==> src/rtl/demux1x4_16_buf_pkg.sv <==
// demux1x4_16_buf_pkg
//   Shared constants and types for the buffered 1-to-4 word demultiplexer:
//   channel count, default word width, channel index type, channel state
//   encoding and a one-hot decode helper.
package demux1x4_16_buf_pkg;

    localparam int NCH   = 4;
    localparam int W_DEF = 16;

    typedef logic [1:0] ch_idx_t;

    typedef enum logic {
        EMPTY = 1'b0,
        FULL  = 1'b1
    } chan_state_t;

    // 2-to-4 destination decode.
    function automatic logic [NCH-1:0] dec_onehot(input ch_idx_t idx);
        logic [NCH-1:0] r;
        r      = '0;
        r[idx] = 1'b1;
        return r;
    endfunction

endpackage

==> src/rtl/demux1x4_16_buf_chan.sv <==
// demux_chan
//   One output channel: a holding register plus its EMPTY/FULL flag.
//   Ports:
//     clk, rst : clock, async active-high reset
//     load     : capture din this edge (channel becomes/stays FULL)
//     ack      : consumer acknowledge; only acts while FULL
//     din      : word to capture
//     q        : held word (kept after consumption)
//     vld      : 1 while q holds an unconsumed word
module demux_chan
    import demux1x4_16_buf_pkg::*;
#(
    parameter int W = W_DEF
) (
    input  logic         clk,
    input  logic         rst,
    input  logic         load,
    input  logic         ack,
    input  logic [W-1:0] din,
    output logic [W-1:0] q,
    output logic         vld
);

    chan_state_t state, state_nxt;

    always_ff @(posedge clk or posedge rst) begin
        if (rst) state <= EMPTY;
        else     state <= state_nxt;
    end

    // Load wins over ack, so ack+load in one cycle keeps the channel FULL.
    // An ack while EMPTY falls through and is ignored.
    always_comb begin
        state_nxt = state;
        case (state)
            EMPTY:   if (load) state_nxt = FULL;
            FULL:    if (!load && ack) state_nxt = EMPTY;
            default: state_nxt = EMPTY;
        endcase
    end

    always_ff @(posedge clk or posedge rst) begin
        if (rst)       q <= '0;
        else if (load) q <= din;
    end

    assign vld = (state == FULL);

endmodule

==> src/rtl/demux1x4_16_buf.sv <==
// demux1x4_16_buf
//   Buffered 1-to-4 demultiplexer. A word accepted over the in_valid/in_ready
//   handshake is steered into one of four holding registers, which stay valid
//   until their consumer acks. Accepted words are counted modulo 2^16.
//   Build option: define DEMUX_RR_EN to take the destination from an internal
//   round-robin pointer instead of sel.
//   Ports:
//     clk, rst       : clock, async active-high reset
//     din, in_valid  : producer word and valid
//     in_ready       : destination can take a word (combinational on sel/ack)
//     sel            : destination channel (ignored with DEMUX_RR_EN)
//     o0..o3, vld    : channel holding registers and their valid flags
//     ack            : per-channel consumer acknowledge
//     ptr            : round-robin destination (0 without DEMUX_RR_EN)
//     cnt            : accepted word count
module demux1x4_16_buf
    import demux1x4_16_buf_pkg::*;
#(
    parameter int W = W_DEF
) (
    input  logic           clk,
    input  logic           rst,
    input  logic [W-1:0]   din,
    input  logic           in_valid,
    output logic           in_ready,
    input  logic [1:0]     sel,
    output logic [W-1:0]   o0,
    output logic [W-1:0]   o1,
    output logic [W-1:0]   o2,
    output logic [W-1:0]   o3,
    output logic [NCH-1:0] vld,
    input  logic [NCH-1:0] ack,
    output logic [1:0]     ptr,
    output logic [15:0]    cnt
);

    ch_idx_t                 dest;
    logic                    accept;
    logic [NCH-1:0]          load;
    logic [NCH-1:0][W-1:0]   dout;

`ifdef DEMUX_RR_EN
    ch_idx_t rr_ptr;
    logic    unused_sel;

    assign unused_sel = ^sel;

    // No skipping: a FULL channel at rr_ptr stalls the input.
    always_ff @(posedge clk or posedge rst) begin
        if (rst)         rr_ptr <= '0;
        else if (accept) rr_ptr <= rr_ptr + 2'd1;
    end

    assign dest = rr_ptr;
    assign ptr  = rr_ptr;
`else
    assign dest = sel;
    assign ptr  = '0;
`endif

    assign in_ready = !vld[dest] || ack[dest];
    assign accept   = in_valid && in_ready;
    assign load     = accept ? dec_onehot(dest) : '0;

    always_ff @(posedge clk or posedge rst) begin
        if (rst)         cnt <= '0;
        else if (accept) cnt <= cnt + 16'd1;
    end

    for (genvar k = 0; k < NCH; k++) begin : g_chan
        demux_chan #(.W(W)) u_chan (
            .clk  (clk),
            .rst  (rst),
            .load (load[k]),
            .ack  (ack[k]),
            .din  (din),
            .q    (dout[k]),
            .vld  (vld[k])
        );
    end

    assign o0 = dout[0];
    assign o1 = dout[1];
    assign o2 = dout[2];
    assign o3 = dout[3];

endmodule

==> config.mk <==
export PLATFORM = sky130hd
export DESIGN_NAME = demux1x4_16_buf
export DESIGN_NICKNAME = d
export VERILOG_FILES = /design/src/rtl/demux1x4_16_buf_pkg.sv /design/src/rtl/demux1x4_16_buf_chan.sv /design/src/rtl/demux1x4_16_buf.sv
export SDC_FILE = /design/constraint.sdc
export NUM_CORES = 1
export LEC_CHECK = 0
export ABC_AREA = 1
export CORE_UTILIZATION = 48
export DETAILED_ROUTE_END_ITERATION = 7
export PLACE_DENSITY = 0.8
export SYNTH_ARGS = -nofsm -noshare
export SYNTH_HDL_FRONTEND = slang
export SYNTH_SLANG_ARGS = --single-unit
==> constraint.sdc <==
create_clock -name clk -period 3.7 [get_ports clk]
set_clock_uncertainty 0.05 [all_clocks]
set_input_delay 1.11 -clock clk [delete_from_list [all_inputs] [get_ports clk]]
set_output_delay 1.11 -clock clk [all_outputs]
set_load 0.03 [all_outputs]
# [Yosys cells after proc, flatten, opt, wreduce, memory -nomap -nowiden]
# Index checks and enable logic that the tools add are counted.
[word_totals] inputBits=25 reg_bits=84 elab_cells=47
[classes] magnitude_cmp=2 addsub=1 n_reduce_logical=12 bitwise=4 n_mux=19
[op_table] op="adder 16 x 1 -> 16 bit, second input constant" n=1
[op_table] op="2-to-1 mux 1 bit" n=11
[op_table] op="case mux 1 bit (2 select lines)" n=4
[op_table] op="logical AND 1 bit" n=6
[op_table] op="logical NOT 1 bit" n=5
[op_table] op="binary-select mux 1 bit (select 2 bit)" n=2
[op_table] op="2-to-1 mux 4 bit" n=1
[op_table] op="inverter 1 bit" n=4
[op_table] op="< comparator 2 x 3 -> 1 bit, second input constant" n=1
[op_table] op="demux 1 bit (select 2 bit)" n=1
[op_table] op=">= comparator 2 x 1 -> 1 bit, second input constant" n=1
[op_table] op="logical OR 1 bit" n=1

# [Logic depth before layout (Yosys ltp)]
[depth] depth_word=10 ltp_mapped=12 depth_no_buf=10

# [Hierarchy]
# A second synthesis with hierarchy kept.
[hier_totals] cells_unflattened=459 area_unflattened_um2=3828.7
[modules_own_cells] mod="demux_chan" cells_each=73 n_inst=4 seq_area_each_um2=425.4 area_per_inst_um2=679.4
[modules_own_cells] mod="demux1x4_16_buf" cells_each=167 n_inst=1 seq_area_each_um2=400.4 area_per_inst_um2=1111.1

# [Worst setup path before layout]
# Ideal clock, no wire load.
[synth_path] path_type="in2out" startpoint="in sel[1]" endpoint="out in_ready" t_arrival_ns=1.924 stages=7 n_path_buf=2 setup_slack_ns=0.616 cell_sequence="buf_4 -> nor2_8 -> nand2_1 -> nand2_1 -> nor2_2 -> nand2_4 -> buf_2"
[synth_between] elab_chain_cells=4 elab_cells_between_ends=6
[synth_lines] item="start: declaration" line="demux1x4_16_buf.sv:26" source="input logic [1:0] sel,"
[synth_lines] item="binary-select mux 1 bit (select 2 bit)" line="demux1x4_16_buf.sv:61" source="assign in_ready = !vld[dest] || ack[dest];"
[synth_lines] item="2-to-1 mux 1 bit (not written as such)" line="demux1x4_16_buf.sv:61"
[synth_lines] item="logical NOT 1 bit" line="demux1x4_16_buf.sv:61"
[synth_lines] item="logical OR 1 bit (*)" line="demux1x4_16_buf.sv:61"
[synth_lines] item="end: declaration" line="demux1x4_16_buf.sv:25" source="output logic in_ready,"
# Mark *: on every way between the ends. The rest lies on a longest branch, timed or not. The select of a mux whose other input is x is not followed.

# [Worst setup path in the final report]
# Same ends and word-level chain as after synthesis.

==> qor.txt <==
Yosys warning count: 0
Site Rows: 32
post-CTS setup buffers: 0
slew margin rel.: 0.450
Least-Margin Pin Slew: 0.825 ns
Seq/Total Area, Yosys: 0.532
HPWL Detailed: 7.14 mm
Finished Layout Cells: 673
Slew Viols, Final: 0
Detailed Routing Iterations Pass 1: 5
Setup TNS: 0 ns
Pwr Total: 2880 uW
Congestion Overflow GR: 0
WL per Instance: 15.1 um
CP max FO: 7
initial antenna violation count: 0
gr usage total: 0.253
DRT iter0 DRCs: 213
Clk pin slew, worst setup/hold paths: 0.09 ns
Finish-stage setup viols: 0
CTS tree: built
placed cell count: 657
Root Driver: clkbuf_8
DR vias/cell: 5.38
pre-CTS setup slack: 0.0868 ns
worst reg2reg startpoint: g_chan[3].u_chan.vld$_DFF_PP0_
Max Cap Viol: 0
total clock sinks: 84
Worst Reg2Reg Path Length in Cells: 9
hold depth: 2
setup ws final: 0.118 ns
Final Cycle Share: 0.968
Port Buf Inserts: 109
most common cell after layout, fill and taps aside: nand2_1
Core ar.: 7850 sq um
CP required: 2.54 ns
Hold Path Class: reg -> reg
final core utilization: 0.662
fmax: 279 MHz
Area Overhead vs Synth: 31.3%
Max Buffers Root-to-Sink: 2
WS Path Type: in -> out
Post-DRT Antenna Nets: 0
distinct cell type count after synthesis: 22
Worst-Skew Late Latency: 0.36 ns
Worst Hold End: g_chan[0].u_chan.q[12]$_DFFE_PP0P_
Die X: 92.8 um
flops & latches, synth: 84
H-tree Lvls: 3
worst path arrival time: 2.42 ns
CP Launch Type: primary input
# DRC: 0
status: finished, final reports clean
vias in the first global route: 3476
Inserted Clock Buffers: 9
hold path start: g_chan[0].u_chan.q[12]$_DFFE_PP0P_
I/O pins: 112
Crit. End Element: primary output
unrepaired setup endpoints after global routing: false
Die Area: 8600 sq um
static leakage: 0.00249 uW
most frequent cells in the layout: nand2_1, clkdlybuf4s50_1, dfrtp_1
chip height: 92.8 um
share of post-route cells with drive strength above 1: 0.0718
Final nets: 592
first-pass GRT wire length: 17.0 mm
via count: 3624
diode count: 0
Initial Utilization: 0.504
hold bufs inserted after CTS: 0
Avg Inst Size Synth: 8.43 sq um
final hold vios: 0
synthesized cell area: 3950 sq um
Mapped Cells: 469
RD Place Congestion: 0.834
fin crit period: 3.58 ns
Resized cells post-CTS: 0
Power Density: 555 nW/um^2
r2r setup slk: 1.45 ns
peak supply drop: 289 uV
Worst R2R End: g_chan[2].u_chan.q[1]$_DFFE_PP0P_
largest net degree at the start of global routing: 71
final wirelength: 10.2 mm
-- layout make-up --
| cell class | count | area (sq um) |
|---|---|---|
| Sequential cell | 84 | 2100 |
| Inverter | 18 | 68.8 |
| Multi-Input combinational cell | 334 | 1550 |
| Fill cell | 677 | 2660 |
| Timing Repair Buffer | 119 | 1160 |
| Clock inverter | 7 | 58.8 |
| Clock buffer | 9 | 124 |
| Tap cell | 102 | 128 |
-- worst max-delay path, cell delays in order --
cell,delay [ns]
clkdlybuf4s50_1,0.71
inv_2,0.09
nand3_1,0.08
nand2_1,0.06
nor2_2,0.12
nand2_4,0.08
buf_4,0.17
-- flip-flops by register name (all words and copies together) (netlist names) --
name / cells
g_chan.u_chan.q: 64
g_chan.u_chan.vld: 4
cnt: 16
-- logic make-up after synthesis --
family / Yosys count / synth area share
xor gates and xnor gates: 7 / 0.0155
buffers and inverters: 52 / 0.0769
AOI/OAI and AO/OA: 10 / 0.0127
other: 1 / 0.000948
DFF: 84 / 0.532
adders and majority gates: 1 / 0.00316
and+or+nand+nor: 314 / 0.359
-- through the flow --
stage	area (sq um)	hold slack, ns
3_5_place_dp	5010	0.411
5_1_grt	5190	0.460
3_3_place_gp	5010	0.403
6_report	5190	0.429
2_1_floorplan	3960	0.474
4_1_cts	5190	0.432
-- routing by layer --
layer | GRT usage | vias up | wire length (um)
met5 | 0 | - | 0
li1 | - | 1725 | -
met3 | 0.0608 | 19 | 797
met1 | 0.336 | 1733 | 4300
met2 | 0.396 | 147 | 4810
met4 | 0.106 | 0 | 243
-- synthesized netlist by cell type, drive strengths merged --
cell	number	share of area
conb	1	0.00095
nor2	19	0.024
nand3	14	0.023
xnor2	7	0.016
dfrtp	84	0.53
ha	1	0.0032
nand4	68	0.11
nand2	213	0.20
buf	26	0.052
o21ai	10	0.013
clkbuf	8	0.0076
inv	17	0.016
clkinv	1	0.00095
-- worst max path at each step --
stage,startpoint,cells past startpoint,to
2_1_floorplan,rst,1,cnt[0]$_DFFE_PP0P_
4_1_cts,sel[1],7,in_ready
3_5_place_dp,sel[1],9,g_chan[2].u_chan.q[1]$_DFFE_PP0P_
5_1_grt,sel[1],7,in_ready
6_report,sel[1],7,in_ready
3_3_place_gp,sel[1],7,in_ready
-- power breakdown --
part | switching [uW] | leakage [uW] | internal (uW)
sequential | 134 | 0.00107 | 1090
combinational | 637 | 0.00134 | 414
clock | 356 | 0.0000868 | 253
(Power assumes the default switching activity.)
